--- src/rtl/axi_w_pkg.sv ---
// Shared types and constants for the AXI4-Lite write packer.
package axi_w_pkg;

  localparam logic [1:0] RESP_OKAY   = 2'b00;
  localparam logic [1:0] RESP_SLVERR = 2'b10;

  typedef enum logic [1:0] {
    IDLE  = 2'd0,
    FILL  = 2'd1,
    ISSUE = 2'd2,
    RESP  = 2'd3
  } state_e;

  // Number of byte-offset address bits inside one data word.
  function automatic int strb_off_bits(input int data_w);
    return $clog2(data_w / 8);
  endfunction

endpackage

--- src/rtl/axi_w_flush_timer.sv ---
// Idle counter that flags when a partial word has sat untouched long enough.
module axi_w_flush_timer #(
  parameter int FLUSH_TIMEOUT = 255
) (
  input  logic clk,
  input  logic rst,
  input  logic clear,
  input  logic enable,
  output logic expire
);

  generate
    if (FLUSH_TIMEOUT == 0) begin : g_off
      logic unused_s;
      assign unused_s = clk ^ rst ^ clear ^ enable;
      assign expire   = 1'b0;
    end else begin : g_on
      localparam int CW = $clog2(FLUSH_TIMEOUT + 1);
      localparam logic [CW-1:0] LAST = CW'(FLUSH_TIMEOUT - 1);
      localparam logic [CW-1:0] ONE  = CW'(1);

      logic [CW-1:0] count_q, count_d;

      // Saturating idle count; expiry fires on the cycle that would reach the limit.
      always_comb begin
        if (clear) begin
          count_d = '0;
        end else if (enable && (count_q != LAST)) begin
          count_d = count_q + ONE;
        end else begin
          count_d = count_q;
        end
      end

      always_ff @(posedge clk or posedge rst) begin
        if (rst) begin
          count_q <= '0;
        end else begin
          count_q <= count_d;
        end
      end

      assign expire = enable && !clear && (count_q == LAST);
    end
  endgenerate

endmodule

--- src/rtl/axi_lite_w_packer.sv ---
// AXI4-Lite write adapter merging partial-strobe writes into full words.
// Optional sticky error forwarding: define AXI_W_PACKER_BRESP_FWD_EN.
module axi_lite_w_packer
  import axi_w_pkg::*;
#(
  parameter int ADDR_W        = 32,
  parameter int DATA_W        = 32,
  parameter int FLUSH_TIMEOUT = 255
) (
  input  logic                  clk,
  input  logic                  rst,
  input  logic [ADDR_W-1:0]     s_axi_awaddr,
  input  logic [2:0]            s_axi_awprot,
  input  logic                  s_axi_awvalid,
  output logic                  s_axi_awready,
  input  logic [DATA_W-1:0]     s_axi_wdata,
  input  logic [DATA_W/8-1:0]   s_axi_wstrb,
  input  logic                  s_axi_wvalid,
  output logic                  s_axi_wready,
  output logic [1:0]            s_axi_bresp,
  output logic                  s_axi_bvalid,
  input  logic                  s_axi_bready,
  output logic [ADDR_W-1:0]     m_axi_awaddr,
  output logic [2:0]            m_axi_awprot,
  output logic                  m_axi_awvalid,
  input  logic                  m_axi_awready,
  output logic [DATA_W-1:0]     m_axi_wdata,
  output logic [DATA_W/8-1:0]   m_axi_wstrb,
  output logic                  m_axi_wvalid,
  input  logic                  m_axi_wready,
  input  logic [1:0]            m_axi_bresp,
  input  logic                  m_axi_bvalid,
  output logic                  m_axi_bready
);

  localparam int STRB_W = DATA_W / 8;
  localparam int OFF_W  = strb_off_bits(DATA_W);
  localparam logic [ADDR_W-1:0] WORD_MASK = {{(ADDR_W-OFF_W){1'b1}}, {OFF_W{1'b0}}};

  state_e              state_q, state_d;
  logic [ADDR_W-1:0]   buf_addr_q, buf_addr_d;
  logic [DATA_W-1:0]   buf_data_q, buf_data_d;
  logic [STRB_W-1:0]   buf_strb_q, buf_strb_d;
  logic                s_ready_q, s_ready_d;
  logic                s_bvalid_q, s_bvalid_d;
  logic [1:0]          s_bresp_q, s_bresp_d;
  logic                m_awvalid_q, m_awvalid_d;
  logic                m_wvalid_q, m_wvalid_d;
  logic                m_bready_q, m_bready_d;
`ifdef AXI_W_PACKER_BRESP_FWD_EN
  logic [1:0]          err_q, err_d;
`endif

  logic [ADDR_W-1:0]   waddr_s;
  logic [DATA_W-1:0]   merge_data_s;
  logic [STRB_W-1:0]   merge_strb_s;
  logic                handshake_s;
  logic                eligible_s;
  logic                tmr_clear_s;
  logic                tmr_enable_s;
  logic                tmr_expire_s;
  logic                unused_s;

  assign waddr_s      = s_axi_awaddr & WORD_MASK;
  assign handshake_s  = s_ready_q && s_axi_awvalid && s_axi_wvalid;
  assign eligible_s   = ((state_q == IDLE) || (state_q == FILL)) && s_axi_awvalid &&
                        s_axi_wvalid && !s_bvalid_q && !s_ready_q;
  assign tmr_clear_s  = handshake_s || (state_q != FILL);
  assign tmr_enable_s = (state_q == FILL) && !handshake_s;

  axi_w_flush_timer #(
    .FLUSH_TIMEOUT(FLUSH_TIMEOUT)
  ) u_flush_timer (
    .clk   (clk),
    .rst   (rst),
    .clear (tmr_clear_s),
    .enable(tmr_enable_s),
    .expire(tmr_expire_s)
  );

  // Byte-lane merge of the incoming beat onto the buffered word.
  always_comb begin
    merge_data_s = buf_data_q;
    for (int i = 0; i < STRB_W; i++) begin
      if (s_axi_wstrb[i]) begin
        merge_data_s[i*8 +: 8] = s_axi_wdata[i*8 +: 8];
      end else begin
        merge_data_s[i*8 +: 8] = buf_data_q[i*8 +: 8];
      end
    end
    merge_strb_s = buf_strb_q | s_axi_wstrb;
  end

  // Next-state and registered-output logic for both AXI sides.
  always_comb begin
    state_d     = state_q;
    buf_addr_d  = buf_addr_q;
    buf_data_d  = buf_data_q;
    buf_strb_d  = buf_strb_q;
    s_ready_d   = 1'b0;
    s_bvalid_d  = s_bvalid_q;
    s_bresp_d   = s_bresp_q;
    m_awvalid_d = m_awvalid_q;
    m_wvalid_d  = m_wvalid_q;
    m_bready_d  = m_bready_q;
`ifdef AXI_W_PACKER_BRESP_FWD_EN
    err_d       = err_q;
`endif

    if (s_bvalid_q && s_axi_bready) begin
      s_bvalid_d = 1'b0;
      s_bresp_d  = RESP_OKAY;
    end else begin
      s_bvalid_d = s_bvalid_q;
    end

    case (state_q)
      IDLE, FILL: begin
        if (handshake_s) begin
          buf_addr_d = waddr_s;
          buf_data_d = merge_data_s;
          buf_strb_d = merge_strb_s;
          s_bvalid_d = 1'b1;
`ifdef AXI_W_PACKER_BRESP_FWD_EN
          s_bresp_d  = err_q;
          err_d      = RESP_OKAY;
`else
          s_bresp_d  = RESP_OKAY;
`endif
          if (&merge_strb_s) begin
            state_d     = ISSUE;
            m_awvalid_d = 1'b1;
            m_wvalid_d  = 1'b1;
          end else begin
            state_d = FILL;
          end
        end else if ((state_q == FILL) &&
                     (tmr_expire_s || (eligible_s && (waddr_s != buf_addr_q)))) begin
          // Flush the partial word; a pending write to another word waits for IDLE.
          state_d     = ISSUE;
          m_awvalid_d = 1'b1;
          m_wvalid_d  = 1'b1;
        end else if (eligible_s) begin
          s_ready_d = 1'b1;
        end else begin
          state_d = state_q;
        end
      end
      ISSUE: begin
        if (m_awvalid_q && m_axi_awready) begin
          m_awvalid_d = 1'b0;
        end else begin
          m_awvalid_d = m_awvalid_q;
        end
        if (m_wvalid_q && m_axi_wready) begin
          m_wvalid_d = 1'b0;
        end else begin
          m_wvalid_d = m_wvalid_q;
        end
        if (!m_awvalid_d && !m_wvalid_d) begin
          state_d    = RESP;
          m_bready_d = 1'b1;
        end else begin
          state_d = ISSUE;
        end
      end
      RESP: begin
        if (m_axi_bvalid) begin
          state_d    = IDLE;
          m_bready_d = 1'b0;
          buf_strb_d = '0;
          buf_data_d = '0;
`ifdef AXI_W_PACKER_BRESP_FWD_EN
          if (m_axi_bresp != RESP_OKAY) begin
            err_d = m_axi_bresp;
          end else begin
            err_d = err_q;
          end
`endif
        end else begin
          state_d = RESP;
        end
      end
      default: begin
        state_d = IDLE;
      end
    endcase
  end

  // State and output registers; reset abandons any transaction in flight.
  always_ff @(posedge clk or posedge rst) begin
    if (rst) begin
      state_q     <= IDLE;
      buf_addr_q  <= '0;
      buf_data_q  <= '0;
      buf_strb_q  <= '0;
      s_ready_q   <= 1'b0;
      s_bvalid_q  <= 1'b0;
      s_bresp_q   <= RESP_OKAY;
      m_awvalid_q <= 1'b0;
      m_wvalid_q  <= 1'b0;
      m_bready_q  <= 1'b0;
`ifdef AXI_W_PACKER_BRESP_FWD_EN
      err_q       <= RESP_OKAY;
`endif
    end else begin
      state_q     <= state_d;
      buf_addr_q  <= buf_addr_d;
      buf_data_q  <= buf_data_d;
      buf_strb_q  <= buf_strb_d;
      s_ready_q   <= s_ready_d;
      s_bvalid_q  <= s_bvalid_d;
      s_bresp_q   <= s_bresp_d;
      m_awvalid_q <= m_awvalid_d;
      m_wvalid_q  <= m_wvalid_d;
      m_bready_q  <= m_bready_d;
`ifdef AXI_W_PACKER_BRESP_FWD_EN
      err_q       <= err_d;
`endif
    end
  end

  assign s_axi_awready = s_ready_q;
  assign s_axi_wready  = s_ready_q;
  assign s_axi_bvalid  = s_bvalid_q;
  assign s_axi_bresp   = s_bresp_q;
  assign m_axi_awaddr  = buf_addr_q;
  assign m_axi_awprot  = 3'b000;
  assign m_axi_awvalid = m_awvalid_q;
  assign m_axi_wdata   = buf_data_q;
  assign m_axi_wstrb   = buf_strb_q;
  assign m_axi_wvalid  = m_wvalid_q;
  assign m_axi_bready  = m_bready_q;

`ifdef AXI_W_PACKER_BRESP_FWD_EN
  assign unused_s = ^s_axi_awprot;
`else
  assign unused_s = ^{s_axi_awprot, m_axi_bresp};
`endif

endmodule

--- config.mk ---
export PLATFORM = sky130hd
export DESIGN_NAME = axi_lite_w_packer
export DESIGN_NICKNAME = d
export VERILOG_FILES = /design/src/rtl/axi_w_pkg.sv /design/src/rtl/axi_w_flush_timer.sv /design/src/rtl/axi_lite_w_packer.sv
export SDC_FILE = /design/constraint.sdc
export NUM_CORES = 1
export LEC_CHECK = 0
export CORE_ASPECT_RATIO = 0.6
export CORE_UTILIZATION = 39
export DETAILED_ROUTE_END_ITERATION = 7
export GPL_TIMING_DRIVEN = 0
export PLACE_DENSITY = 0.76
export SLEW_MARGIN = 0
export SYNTH_ARGS = -nofsm -noshare
export SYNTH_HDL_FRONTEND = slang
export SYNTH_HIERARCHICAL = 1
export SYNTH_SLANG_ARGS = --single-unit
--- constraint.sdc ---
create_clock -name clk -period 2.5 [get_ports clk]
set_input_delay 0.5 -clock clk [delete_from_list [all_inputs] [get_ports clk]]
set_output_delay 0.5 -clock clk [all_outputs]
set_load 0.05 [all_outputs]
# Word-level counts from Yosys, hierarchy flattened
# Cells that the tools add are included.
# W data, S select, Z words.
[op_classes]
n_eq_ne = 16
bitwise = 1
add_sub_neg = 1
reduce_logical = 40
mux = 40
[ops]
columns = ["op", "count"]
rows = [
  ["$mux W32", 2],
  ["$pmux W32 S2", 1],
  ["$mux W8", 6],
  ["$ne A30 B30 Y1", 1],
  ["$reduce_and A4 Y1", 5],
  ["$mux W1", 17],
  ["$logic_and A1 B1 Y1", 16],
  ["$mux W2", 7],
  ["$ne A2 B2 Y1 const B", 7],
  ["$reduce_and A3 Y1", 3],
  ["$add A8 B1 Y8 const B", 1],
  ["$eq A8 B8 Y1 const B", 1],
  ["$mux W4", 2],
  ["$ne A8 B8 Y1 const B", 1],
  ["$pmux W4 S2", 1],
  ["$reduce_bool A2 Y1", 4],
  ["$logic_not A1 Y1", 6],
  ["$ne A3 B3 Y1 const B", 2],
  ["$pmux W1 S2", 3],
  ["$pmux W2 S3", 1],
  ["$eq A2 B2 Y1 const B", 2],
  ["$or A4 B4 Y4", 1],
  ["$logic_or A1 B1 Y1", 3],
  ["$eq A2 B1 Y1 const B", 1],
  ["other kinds (4)", 4],
]
[totals]
word_cells = 112
regBits = 83
in_bits = 81
output_inout_bits = 79

# Depth between registers and ports, before layout
[depth]
ltp_word = 12
mapped_depth = 10
mapped_depth_nobuf = 8

# By module
# Netlist, hierarchy kept.
[by_module_without_submodules]
columns = ["module", "seq_area_each_um2", "cells_per_inst", "n_inst", "area_per_inst_um2"]
rows = [
  ["axi_lite_w_packer", 1876.8, 381, 1, 3453.3],
  ["axi_w_flush_timer", 200.2, 49, 1, 481.7],
]

# Worst setup path after synthesis
# OpenSTA, ideal clock, no wires.
[synth_path]
path_kind = "flip-flop to flip-flop"
start = "reg s_ready_q (netlist: s_axi_awready)"
end = "reg m_awvalid_q (netlist: m_axi_awvalid)"
path_slack_ps = 422
required_ps = 2370
path_stages_with_launch = 10
arrival_ps = 1948
synth_period_minus_slack_ps = 2078
path_cell_list = "dfrtp_1 -> a31oi_1 -> nand2_1 -> clkbuf_1 -> inv_1 -> and4_1 -> a21oi_1 -> nor3_1 -> a21oi_1 -> nand2_1"
[synth_via]
elab_chain_cells = 10
[synth_rtl]
columns = ["item", "line", "text"]
rows = [
  ["start: declaration", "axi_lite_w_packer.sv:44", "logic s_ready_q, s_ready_d;"],
  ["start signal: assignment", "axi_lite_w_packer.sv:211", "s_ready_q <= s_ready_d;"],
  ["$logic_and A1 B1 Y1 (2 in a row)", "axi_lite_w_packer.sv:65", "assign handshake_s = s_ready_q && s_axi_awvalid && s_axi_wvalid;"],
  ["$logic_or A1 B1 Y1", "axi_lite_w_packer.sv:68", "assign tmr_clear_s = handshake_s || (state_q != FILL);"],
  ["via tmr_clear_s", "axi_lite_w_packer.sv:59", "logic tmr_clear_s;"],
  ["$logic_not A1 Y1", "axi_w_flush_timer.sv:43", "assign expire = enable && !clear && (count_q == LAST);"],
  ["$logic_and A1 B1 Y1 (2 in a row)", "axi_w_flush_timer.sv:43", ""],
  ["via tmr_expire_s", "axi_lite_w_packer.sv:61", "logic tmr_expire_s;"],
  ["$logic_or A1 B1 Y1", "axi_lite_w_packer.sv:138", "(tmr_expire_s || (eligible_s && (waddr_s != buf_addr_q)))) begin"],
  ["$logic_and A1 B1 Y1", "axi_lite_w_packer.sv:137", "end else if ((state_q == FILL) &&"],
  ["$ne A3 B3 Y1 (no source line)", "--", ""],
  ["$reduce_and A3 Y1 (no source line)", "--", ""],
  ["end signal: assignment", "axi_lite_w_packer.sv:214", "m_awvalid_q <= m_awvalid_d;"],
  ["end: declaration", "axi_lite_w_packer.sv:47", "logic m_awvalid_q, m_awvalid_d;"],
]
# The timed path passes the listed nets, and every way through them passes these cells.
# A chain may end at the register's enable or synchronous reset.

# Final worst setup path
[layout_path]
start = "reg s_ready_q (netlist: s_axi_awready)"
end = "out s_axi_wready"
[layout_lines]
columns = ["item", "line", "text"]
rows = [
  ["end: declaration", "axi_lite_w_packer.sv:19", "output logic s_axi_wready,"],
]
# No word-level cell between the ends.

==> key figures <==
Cells and area
  – Post-route insts no fill: 727
  – NumNets Final: 676
  – Layout cells sized above 1: 7.873%
  – Area Growth Syn to Fin: 50.52%
  – Antenna cell count: 0
  – Fin area: 0.005923 sq mm

Clock network
  – Worst-path clk slew: 0.06 ns
  – Post-CTS Resized: 0
  – Skew-Pair Late Insertion Delay: 0.34 ns
  – Hold-fix buffers, CTS: 0
  – H-tree depth: 3
  – CTS sink count: 83
  – Post-CTS setup buffers: 0
  – CTS tree: built
  – Longest Clk Path Bufs: 2
  – Clk root buf: clkbuf_16
  – Total CTS buffers: 9

Worst hold path
  – Hold Crit Class: in -> async

STA
  – Worst Skew: 0.007773 ns
  – Unrepaired setup endpoints after global routing: no
  – Finish-stage setup viols: 0
  – Max Transition Viols Final: 0
  – Slew Limit Headroom: 62.57%
  – Period utilization: 89.28%
  – Final Hold Violating Endpoints: 0
  – Least-Margin Pin Slew: 0.5614 ns
  – Post-Route Setup TNS: 0 ns
  – Highest Clock Rate: 448.0 MHz
  – Post-layout min period: 2.232 ns

Power
  – P_sw: 3.649 mW
  – Leak pwr: 2.800 nW
  – Flop pwr share: 29.0%
  – Clock power frac: 18.0%
  – Worst vdd ir: 0.0006430 V
  – Int Pwr: 4.082 mW
  – Power Density: 1305 mW/mm^2
  – Combinational Power Share: 53.0%
  – Switching share of power: 47.20%

Worst setup path
  – Slowest-stage cell, CP: clkdlybuf4s50_1
  – WP data arrival: 1.73 ns
  – Kind of critical path: reg -> out
  – Worst Path Required: 2.00 ns
  – Worst setup SP type: flop
  – CP peak stage delay: 0.79 ns
  – CP Capture Type: output pin
  – Setup slack, reg-to-reg: 0.32 ns
  – CP Max Fanout: 7
  – Cell-by-cell trace of the critical path: buf_4 > clkdlybuf4s50_1

Floorplan
  – Std-Cell Rows: 27
  – I/O Pins: 160
  – Die area: 0.01051 sq mm
  – Die Span X: 131.7 um
  – DIE HEIGHT: 79.81 um
  – Initial core utilization: 41.45%
  – Core ar.: 0.009493 sq mm

Job
  – Max-cap check violation count: 0

Global routing
  – Number of global-route vias before repair: 3567
  – GRT met1 Usage: 28.94%
  – Grt ovf: 0
  – First-pass GRT wire length: 18.24 mm
  – Largest net degree at the start of global routing: 73
  – Global Route met3 Usage: 8.381%
  – GRT Overall Usage: 22.47%
  – Initial antenna violation count: 0
  – M2 GR Usage: 35.87%
  – Most used routing layer: met2

Logic synthesis
  – Synthesized area per cell: 9.151 sq um
  – Mapped Cells: 430
  – Cell variety after synth: 43
  – Flops & latches, synth: 83
  – Mapped cell area: 0.003935 sq mm
  – Sequential share of the synthesized area: 52.78%
  – Asr flop ratio synth: 100.0%
  – Yosys Warn Count: 6
  – Post-synth EDFFs: 0
  – Ys flop type: dfrtp_1

Drt
  – Drt drc: 0
  – First drt pass iteration count: 4
  – Post-DRT Antenna Nets: 0
  – Final WL: 11.22 mm
  – WL/cell: 15.44 um
  – Drt via density: 4.894
  – Initial drt markers: 205
  – DR vias: 3558

Outcome
  – Status: complete, no violations

Placed design
  – Final Wtd Congestion: 0.8011
  – Port Buffer Count: 147
  – Area after DPL: 0.005614 sq mm
  – Hpwl dp: 8.371 mm
  – Cell count after placement: 712
-- final timing paths --
path / end / depth (start not counted) / start
worst min register to register: m_axi_wdata[13] / 2 / m_axi_wdata[13]
max in group asynchronous: m_axi_awaddr[7] / 3 / rst
worst min-delay path: m_axi_bready / 2 / rst
min in group clk: m_axi_wdata[13] / 2 / m_axi_wdata[13]
worst max register to register: m_axi_awvalid / 10 / state_q[1]
worst max-delay path: s_axi_wready / 2 / s_axi_awready
-- final cells by class --
type / instances / area (sq um)
fill: 769 / 3570
sequential: 83 / 2077
multi-input combinational: 316 / 1675
timing repair buffer: 148 / 1499
clock buffer: 10 / 229.0
tap: 130 / 162.7
buffer: 24 / 157.7
clock inverter: 5 / 78.83
inverter: 11 / 43.79
-- metal layers --
layer | up-vias | part of all wire [%]
met4 | 0 | 0.85
met3 | 10 | 7.5
li1 | 1738 | -
met5 | - | 0
met2 | 112 | 45
met1 | 1698 | 47
-- cells by family (layout without fill, tap and decap cells) --
kind of cell | count (synthesis) | after routing | share of synthesized area [%]
AO/OA/AOI/OAI | 68 | 68 | 11.70
buffers and inverters | 35 | 198 | 5.023
other | 1 | 5 | 0.09530
flip-flops | 83 | 83 | 52.78
AND/OR/NAND/NOR | 209 | 209 | 22.51
multiplexers | 2 | 2 | 0.5723
adder cells (fa/ha/maj) | 2 | 2 | 0.6358
XOR/XNOR | 30 | 30 | 6.677
-- per-stage QoR --
| stage | total power, mW | setup WS [ns] | hold slack [ns] | utilization (%) |
|---|---|---|---|---|
| after detailed placement | 6.357 | -0.08798 | 0.4718 | 59.14 |
| final | 7.732 | 0.2679 | 0.4143 | 62.40 |
| after floorplan | 4.878 | 0.09002 | 0.3157 | - |
| after CTS | 7.788 | 0.2077 | 0.4094 | 62.38 |
| after global routing | 8.127 | 0.1025 | 0.4071 | 62.40 |
| after global placement | 6.261 | -1.209 | 0.4564 | 58.82 |
-- sequential cells by signal, summed over array words and instances (netlist names) --
signal / cells
m_axi_wvalid: 1
m_axi_awaddr: 30
s_axi_awready: 1
u_flush_timer/g_on.count_q: 8
m_axi_bready: 1
m_axi_wstrb: 4
state_q: 2
m_axi_wdata: 32
s_axi_bvalid: 1
m_axi_awvalid: 1
s_axi_bresp: 2
-- power groups by stage --
stage,logic (mW),clock network (mW),registers [mW]
final,4.09,1.39,2.25
after global routing,4.33,1.48,2.32
after CTS,4.12,1.43,2.24
after detailed placement,4.10,0,2.26
after global placement,4.04,0,2.22
after floorplan,0.999,0,3.88
-- cells in the final DEF (no fill, tap or decap), types with 3 or more instances in the layout --
cell and n:
nand2_1 164, clkdlybuf4s50_1 147, dfrtp_1 83, o21ai_0 33, xor2_1 30, inv_1 10, buf_4 9, nor4_1 9
clkbuf_16 9, buf_2 7, nor2_1 7, a21oi_1 6, nand3_1 5, nor3_1 5, conb_1 5, clkbuf_1 4
nor2b_1 4, a22o_1 4, nand4_1 4, a211oi_1 4, buf_6 3, o21ai_4 3
-- critical path, delay by kind of cell, from the launching register on --
| family | cells | cell delay, ns |
|---|---|---|
| buffers and inverters | 2 | 0.94 |
| DFF | 1 | 0.46 |
-- synthesized netlist by cell type (3+ instances only) --
master    instances  share of area (%)
clkbuf_1          4               0.38
nand2_1         164                 16
dfrtp_1          83                 53
nand3_1           5               0.64
inv_1            11                1.0
o21ai_4           3                1.2
buf_6             3               0.86
xor2_1           30                6.7
nor2b_1           4               0.64
a21oi_1           6               0.76
a211oi_1          4               0.76
o21ai_0          33                4.2
nor2_1            7               0.67
buf_4             9                1.7
a22o_1            4               0.89
nand4_1           4               0.64
nor4_1            9                1.4
buf_2             7               0.89
nor3_1            5               0.64
(Power assumes the default switching activity.)
